File: src/rtl/hazard_sequencer_if.sv
// Signal bundle between the ID-stage pipeline and the hazard sequencer.
// The master side is the pipeline (drives hazard inputs); the slave side is the sequencer.
interface hazard_sequencer_if #(
   parameter int unsigned CNT_W = 16
);
   logic [4:0]       if_id_rs;
   logic [4:0]       if_id_rt;
   logic [5:0]       id_opcode;
   logic             id_ex_memread;
   logic [4:0]       id_ex_rt;
   logic             ex_mem_branch;
   logic             ex_mem_zero;
   logic             dmem_req;
   logic             dmem_ack;
   logic             pc_write;
   logic             if_id_write;
   logic             pipe_en;
   logic             ctrl_bubble;
   logic             if_id_flush;
   logic             id_ex_flush;
   logic             ex_mem_flush;
   logic             mem_err;
   logic [CNT_W-1:0] stall_cnt;
   logic [1:0]       state;

   modport master (
      output if_id_rs, if_id_rt, id_opcode, id_ex_memread, id_ex_rt,
             ex_mem_branch, ex_mem_zero, dmem_req, dmem_ack,
      input  pc_write, if_id_write, pipe_en, ctrl_bubble, if_id_flush,
             id_ex_flush, ex_mem_flush, mem_err, stall_cnt, state
   );

   modport slave (
      input  if_id_rs, if_id_rt, id_opcode, id_ex_memread, id_ex_rt,
             ex_mem_branch, ex_mem_zero, dmem_req, dmem_ack,
      output pc_write, if_id_write, pipe_en, ctrl_bubble, if_id_flush,
             id_ex_flush, ex_mem_flush, mem_err, stall_cnt, state
   );
endinterface

File: src/rtl/hazard_sequencer.sv
// Load-use / taken-branch / slow-memory stall sequencer for the 5-stage MIPS pipe.
// Mealy outputs; priority branch > memory wait > load-use in every state.
module hazard_sequencer #(
   parameter int unsigned LU_CYCLES   = 1,
   parameter int unsigned MEM_TIMEOUT = 255,
   parameter int unsigned CNT_W       = 16
) (
   input  logic               clk,
   input  logic               rst_n,
   hazard_sequencer_if.slave  hz
);
   typedef enum logic [1:0] {
      RUN      = 2'd0,
      LU_STALL = 2'd1,
      MEM_WAIT = 2'd2
   } state_e;

   state_e           state_q, state_d;
   logic [1:0]       lu_cnt_q, lu_cnt_d;
   logic [15:0]      wait_cnt_q, wait_cnt_d;
   logic             mem_err_q, mem_err_d;
   logic [CNT_W-1:0] stall_cnt_q, stall_cnt_d;

   logic br_taken, mem_wait, uses_rt, lu_hazard;
   logic pc_write, if_id_write, pipe_en, ctrl_bubble, flush;

   assign br_taken  = hz.ex_mem_branch & hz.ex_mem_zero;
   assign mem_wait  = hz.dmem_req & ~hz.dmem_ack;
   assign uses_rt   = (hz.id_opcode == 6'b000000) || (hz.id_opcode == 6'b000100) ||
                      (hz.id_opcode == 6'b101011);
   assign lu_hazard = hz.id_ex_memread && (hz.id_ex_rt != 5'd0) &&
                      ((hz.id_ex_rt == hz.if_id_rs) || (uses_rt && (hz.id_ex_rt == hz.if_id_rt)));

   always_comb begin
      state_d     = state_q;
      lu_cnt_d    = lu_cnt_q;
      wait_cnt_d  = '0;
      mem_err_d   = mem_err_q;
      pc_write    = 1'b1;
      if_id_write = 1'b1;
      pipe_en     = 1'b1;
      ctrl_bubble = 1'b0;
      flush       = 1'b0;

      if (br_taken) begin
         flush    = 1'b1;
         lu_cnt_d = '0;
         state_d  = RUN;
      end else if (mem_wait) begin
         pc_write    = 1'b0;
         if_id_write = 1'b0;
         pipe_en     = 1'b0;
         state_d     = MEM_WAIT;
         if (state_q != MEM_WAIT) begin
            wait_cnt_d = 16'd1;
         end else if (wait_cnt_q != '1) begin
            wait_cnt_d = wait_cnt_q + 16'd1;
         end else begin
            wait_cnt_d = wait_cnt_q;
         end
         if (wait_cnt_d >= 16'(MEM_TIMEOUT)) begin
            mem_err_d = 1'b1;
         end
      end else if (lu_cnt_q != '0) begin
         // lu_cnt is nonzero only in LU_STALL or in a MEM_WAIT that preempted it,
         // so an ack cycle resumes the interrupted bubble sequence here.
         pc_write    = 1'b0;
         if_id_write = 1'b0;
         ctrl_bubble = 1'b1;
         lu_cnt_d    = lu_cnt_q - 2'd1;
         state_d     = (lu_cnt_d == '0) ? RUN : LU_STALL;
      end else if (lu_hazard) begin
         pc_write    = 1'b0;
         if_id_write = 1'b0;
         ctrl_bubble = 1'b1;
         if (LU_CYCLES > 1) begin
            lu_cnt_d = 2'(LU_CYCLES - 1);
            state_d  = LU_STALL;
         end else begin
            state_d = RUN;
         end
      end else begin
         state_d = RUN;
      end

      stall_cnt_d = stall_cnt_q;
      if (!pc_write && (stall_cnt_q != '1)) begin
         stall_cnt_d = stall_cnt_q + CNT_W'(1);
      end
   end

   always_ff @(posedge clk or negedge rst_n) begin
      if (!rst_n) begin
         state_q     <= RUN;
         lu_cnt_q    <= '0;
         wait_cnt_q  <= '0;
         mem_err_q   <= 1'b0;
         stall_cnt_q <= '0;
      end else begin
         state_q     <= state_d;
         lu_cnt_q    <= lu_cnt_d;
         wait_cnt_q  <= wait_cnt_d;
         mem_err_q   <= mem_err_d;
         stall_cnt_q <= stall_cnt_d;
      end
   end

   assign hz.pc_write     = rst_n & pc_write;
   assign hz.if_id_write  = rst_n & if_id_write;
   assign hz.pipe_en      = rst_n & pipe_en;
   assign hz.ctrl_bubble  = ~rst_n | ctrl_bubble;
   assign hz.if_id_flush  = rst_n & flush;
   assign hz.id_ex_flush  = rst_n & flush;
   assign hz.ex_mem_flush = rst_n & flush;
   assign hz.mem_err      = mem_err_q;
   assign hz.stall_cnt    = stall_cnt_q;
   assign hz.state        = state_q;
endmodule
File: src/flat_wrapper.sv
// flat-port wrapper written by rule: the top's interface ports become plain ports
module hazard_sequencer_flat 
#(
   parameter int unsigned LU_CYCLES   = 1,
   parameter int unsigned MEM_TIMEOUT = 255,
   parameter int unsigned CNT_W       = 16
)
  (clk, rst_n, hz_if_id_rs, hz_if_id_rt, hz_id_opcode, hz_id_ex_memread, hz_id_ex_rt, hz_ex_mem_branch, hz_ex_mem_zero, hz_dmem_req, hz_dmem_ack, hz_pc_write, hz_if_id_write, hz_pipe_en, hz_ctrl_bubble, hz_if_id_flush, hz_id_ex_flush, hz_ex_mem_flush, hz_mem_err, hz_stall_cnt, hz_state);
  hazard_sequencer_if #(.CNT_W(CNT_W)) hz_i ();
  input  logic clk;
  input  logic rst_n;
  input wire logic [$bits(hz_i.if_id_rs)-1:0] hz_if_id_rs;
  input wire logic [$bits(hz_i.if_id_rt)-1:0] hz_if_id_rt;
  input wire logic [$bits(hz_i.id_opcode)-1:0] hz_id_opcode;
  input wire logic [$bits(hz_i.id_ex_memread)-1:0] hz_id_ex_memread;
  input wire logic [$bits(hz_i.id_ex_rt)-1:0] hz_id_ex_rt;
  input wire logic [$bits(hz_i.ex_mem_branch)-1:0] hz_ex_mem_branch;
  input wire logic [$bits(hz_i.ex_mem_zero)-1:0] hz_ex_mem_zero;
  input wire logic [$bits(hz_i.dmem_req)-1:0] hz_dmem_req;
  input wire logic [$bits(hz_i.dmem_ack)-1:0] hz_dmem_ack;
  output wire logic [$bits(hz_i.pc_write)-1:0] hz_pc_write;
  output wire logic [$bits(hz_i.if_id_write)-1:0] hz_if_id_write;
  output wire logic [$bits(hz_i.pipe_en)-1:0] hz_pipe_en;
  output wire logic [$bits(hz_i.ctrl_bubble)-1:0] hz_ctrl_bubble;
  output wire logic [$bits(hz_i.if_id_flush)-1:0] hz_if_id_flush;
  output wire logic [$bits(hz_i.id_ex_flush)-1:0] hz_id_ex_flush;
  output wire logic [$bits(hz_i.ex_mem_flush)-1:0] hz_ex_mem_flush;
  output wire logic [$bits(hz_i.mem_err)-1:0] hz_mem_err;
  output wire logic [$bits(hz_i.stall_cnt)-1:0] hz_stall_cnt;
  output wire logic [$bits(hz_i.state)-1:0] hz_state;
  assign hz_i.if_id_rs = hz_if_id_rs;
  assign hz_i.if_id_rt = hz_if_id_rt;
  assign hz_i.id_opcode = hz_id_opcode;
  assign hz_i.id_ex_memread = hz_id_ex_memread;
  assign hz_i.id_ex_rt = hz_id_ex_rt;
  assign hz_i.ex_mem_branch = hz_ex_mem_branch;
  assign hz_i.ex_mem_zero = hz_ex_mem_zero;
  assign hz_i.dmem_req = hz_dmem_req;
  assign hz_i.dmem_ack = hz_dmem_ack;
  assign hz_pc_write = hz_i.pc_write;
  assign hz_if_id_write = hz_i.if_id_write;
  assign hz_pipe_en = hz_i.pipe_en;
  assign hz_ctrl_bubble = hz_i.ctrl_bubble;
  assign hz_if_id_flush = hz_i.if_id_flush;
  assign hz_id_ex_flush = hz_i.id_ex_flush;
  assign hz_ex_mem_flush = hz_i.ex_mem_flush;
  assign hz_mem_err = hz_i.mem_err;
  assign hz_stall_cnt = hz_i.stall_cnt;
  assign hz_state = hz_i.state;
  hazard_sequencer #(.LU_CYCLES(LU_CYCLES), .MEM_TIMEOUT(MEM_TIMEOUT), .CNT_W(CNT_W)) u_core (.clk(clk), .rst_n(rst_n), .hz(hz_i));
endmodule
File: config.mk
export PLATFORM = sky130hd
export DESIGN_NAME = hazard_sequencer_flat
export DESIGN_NICKNAME = d
export VERILOG_FILES = /design/src/rtl/hazard_sequencer_if.sv /design/src/rtl/hazard_sequencer.sv /design/src/flat_wrapper.sv
export SDC_FILE = /design/constraint.sdc
export NUM_CORES = 1
export LEC_CHECK = 0
export CAP_MARGIN = 10
export CORE_MARGIN = 4
export CORE_UTILIZATION = 48
export DETAILED_ROUTE_END_ITERATION = 7
export DONT_BUFFER_PORTS = 1
export GPL_ROUTABILITY_DRIVEN = 0
export GPL_TIMING_DRIVEN = 0
export PLACE_DENSITY = 0.68
export SLEW_MARGIN = 20
export SYNTH_ARGS = -nofsm -noshare
export SYNTH_HDL_FRONTEND = slang
export SYNTH_SLANG_ARGS = --single-unit
File: constraint.sdc
create_clock -name clk -period 2.4 [get_ports clk]
set_input_delay 0.48 -clock clk [delete_from_list [all_inputs] [get_ports clk]]
set_output_delay 0.48 -clock clk [all_outputs]
set_load 0.1 [all_outputs]
==> results.json <==
{
  "outcome": "finished with violations",
  "violations": "setup timing",
  "area_growth_pct": 14.95,
  "wire_per_inst_um": 16.44,
  "fin_crit_sh_pct": 120.2,
  "synth-seq-cells": 37,
  "coreArea_um2": 4414,
  "rsz0062_at_grt": "true",
  "stdcell_count": 302,
  "worst-setup-path-type": "input port to primary output",
  "drv_cap": 0,
  "ys_types": 45,
  "clock_path_buffers": 2,
  "power.density_nw_per_um2": 939.6,
  "grt_max_degree": 38,
  "vias": 1816,
  "fp-row-count": 24,
  "hp-class": "input port to async pin",
  "syn_inst": 240,
  "dominantRegCellSynth": "dfrtp_1",
  "irDropWorstVdd_uv": 921.4,
  "overflow": 0,
  "synth-edff-count": 0,
  "synthArstFlopShare_pct": 100.0,
  "tns_ns": -0.7082,
  "firstDrtPassIters": 5,
  "maxSlewViolCount": 0,
  "synth_area_um2": 2226,
  "io-pin-count": 54,
  "postLayoutCellArea_um2": 2559,
  "track_usage_pct": 17.14,
  "antenna_cells": 0,
  "hold_slack_ns": 0.01743,
  "synth_top_area_share_pct": 41.60,
  "vias_per_cell": 6.013,
  "dpl.cell_count": 292,
  "worst_slack_ns": -0.4842,
  "drive_gt1_share_pct": 21.60,
  "die_h_um": 76.10,
  "grt_pass1_wl_um": 8307,
  "worst_pin_slew_ns": 1.017,
  "placed_cell_area_um2": 2326,
  "fmax_mhz": 346.7,
  "die_x_um": 76.10,
  "wirelength_um": 4965,
  "yosysTopAreaCell": "dfrtp_1",
  "fin_crit_ns": 2.884,
  "cts_buffers": 5,
  "fin_skew_ns": 0.006624,
  "synth_nets": 272,
  "grt_pass1_vias": 1777,
  "insertion_delay_ns": 0.29,
  "cp.required_ns": 1.92,
  "drc": 0,
  "h-tree-depth": 2,
  "ys_top_cells_by_area": "dfrtp_1 (42%), xnor2_1 (9.1%), xor2_1 (4.3%)",
  "p_total_mw": 2.404,
  "drt_iter0_markers": 83,
  "critPathLaunchType": "input port",
  "cts_root_buffer": "clkbuf_8",
  "avgSynthCellArea_um2": 9.275,
  "postLayoutCoreUtil_pct": 57.96,
  "clkTransAtPathRegs_ns": 0.08,
  "hpwl_um": 3502,
  "yosys_warnings": 0,
  "end_kind": "primary output",
  "cts_tree": "built",
  "pre_cts_slack_ns": -0.5790,
  "ys_seq_area_share_pct": 41.60,
  "cp_max_fo": 3,
  "initial_core_util_pct": 50.43,
  "cp.arrival_ns": 2.40,
  "hold_viol": 0,
  "fin_nets": 281,
  "antenna_found_initial": 0,
  "power.static_leakage_nw": 0.9764,
  "io_buffers": 0,
  "dieArea_um2": 5790,
  "antenna_left": 0,
  "slew_headroom_pct": 32.20,
  "setup_viol": 2,
  "cts_sinks": 37
}
[timing repair]
item,4_1_cts,5_1_grt
endpoints found under the hold margin,37,0
resized for setup,21,14
hold buffers,1,0
setup endpoints to repair,13,11
setup buffers,1,0
pin swaps,2,1
[kinds of logic (layout without fill, tap and decap cells)]
kind of cell | count (synthesis) | count (layout) | share of synthesized area [%]
adders and majority gates | 4 | 4 | 2.249
AOI/OAI and AO/OA | 37 | 37 | 10.79
xor gates and xnor gates | 34 | 34 | 13.38
DFF | 37 | 37 | 41.60
muxes | 3 | 3 | 1.630
and+or+nand+nor | 111 | 111 | 27.21
buffers and inverters | 14 | 24 | 3.148
[critical path: stages]
cell	delay, ns
or4_4	0.53
o21ai_4	0.16
nor2_2	0.07
a21oi_2	0.13
nand2_1	0.10
a21boi_4	0.66
buf_12	0.26
[worst paths after layout]
check	from	to	slack [ns]	depth (start not counted)
min	rst_n	u_core.wait_cnt_q[5]	0.02	1
max	hz_id_ex_rt[0]	hz_pc_write	-0.48	7
min in group clk	hz_ex_mem_zero	u_core.lu_cnt_q[1]	0.26	1
max in group asynchronous	rst_n	u_core.hz.stall_cnt[6]	2.16	1
max reg2reg	u_core.wait_cnt_q[0]	u_core.hz.mem_err	0.10	9
min reg2reg	u_core.wait_cnt_q[1]	u_core.wait_cnt_q[1]	0.57	2
[routing by layer]
layer | share of wire, % | GRT usage [%] | wire length, um | vias to the layer above
met3 | 7.2 | 5.556 | 358 | 13
li1 | - | - | - | 886
met1 | 42 | 21.65 | 2103 | 855
met5 | 0 | 0 | 0 | -
met4 | 1.6 | 6.119 | 81 | 0
met2 | 49 | 27.40 | 2422 | 62
[Yosys cell counts (4+ instances only)]
cell type,instances
nor3_1,5
and3_1,8
buf_2,5
nand2_1,19
o21ai_0,5
nand3_1,15
ha_1,4
xnor2_1,23
nor4_1,7
and4_1,6
nor2_1,19
xor2_1,11
dfrtp_1,37
a21oi_1,13
nand2b_1,4
nand4_1,14
[layout by cell type, fill, tap and decap left out, types with 2 or more instances in the layout]
cell / instances
a21oi_1: 11
clkbuf_1: 3
nor3b_1: 2
nand4_1: 14
nor2_1: 17
nor4_1: 4
and3_1: 8
a211oi_1: 2
nor2b_1: 2
a31oi_1: 2
and4_1: 6
nor3_1: 5
xnor2_1: 23
buf_2: 5
ha_1: 3
a41oi_1: 2
buf_4: 3
nor4_2: 3
and2_4: 2
buf_12: 2
nand2_1: 19
nand2b_1: 3
dfrtp_2: 11
nand3_1: 15
and2_1: 2
or3_1: 2
xor2_1: 11
a211o_1: 3
clkbuf_8: 5
o21ai_0: 5
inv_1: 3
nor2_2: 2
dfrtp_1: 20
dfrtp_4: 6
[final cells by class]
class | instances | area, um2
well taps | 52 | 65.06
clock buffers | 6 | 72.57
clock inverters | 2 | 35.03
repair buffers | 2 | 27.53
flip-flops and latches | 37 | 962.2
multi-input cells | 189 | 1313
inverters | 3 | 11.26
plain buffers | 11 | 72.57
fillers | 398 | 1856
[power breakdown]
group          switching (mW)  internal (mW)
Sequential              0.593          0.736
Combinational           0.323          0.217
Clock                   0.226          0.308
Total                    1.14           1.26
[state kept, by name (all words and copies together), names as in the netlist]
signal and flops:
u_core.hz.stall_cnt 16, u_core.wait_cnt_q 16, u_core.hz.state 2, u_core.lu_cnt_q 2, u_core.hz.mem_err 1
No activity file was read; power rests on OpenSTA's default activity.
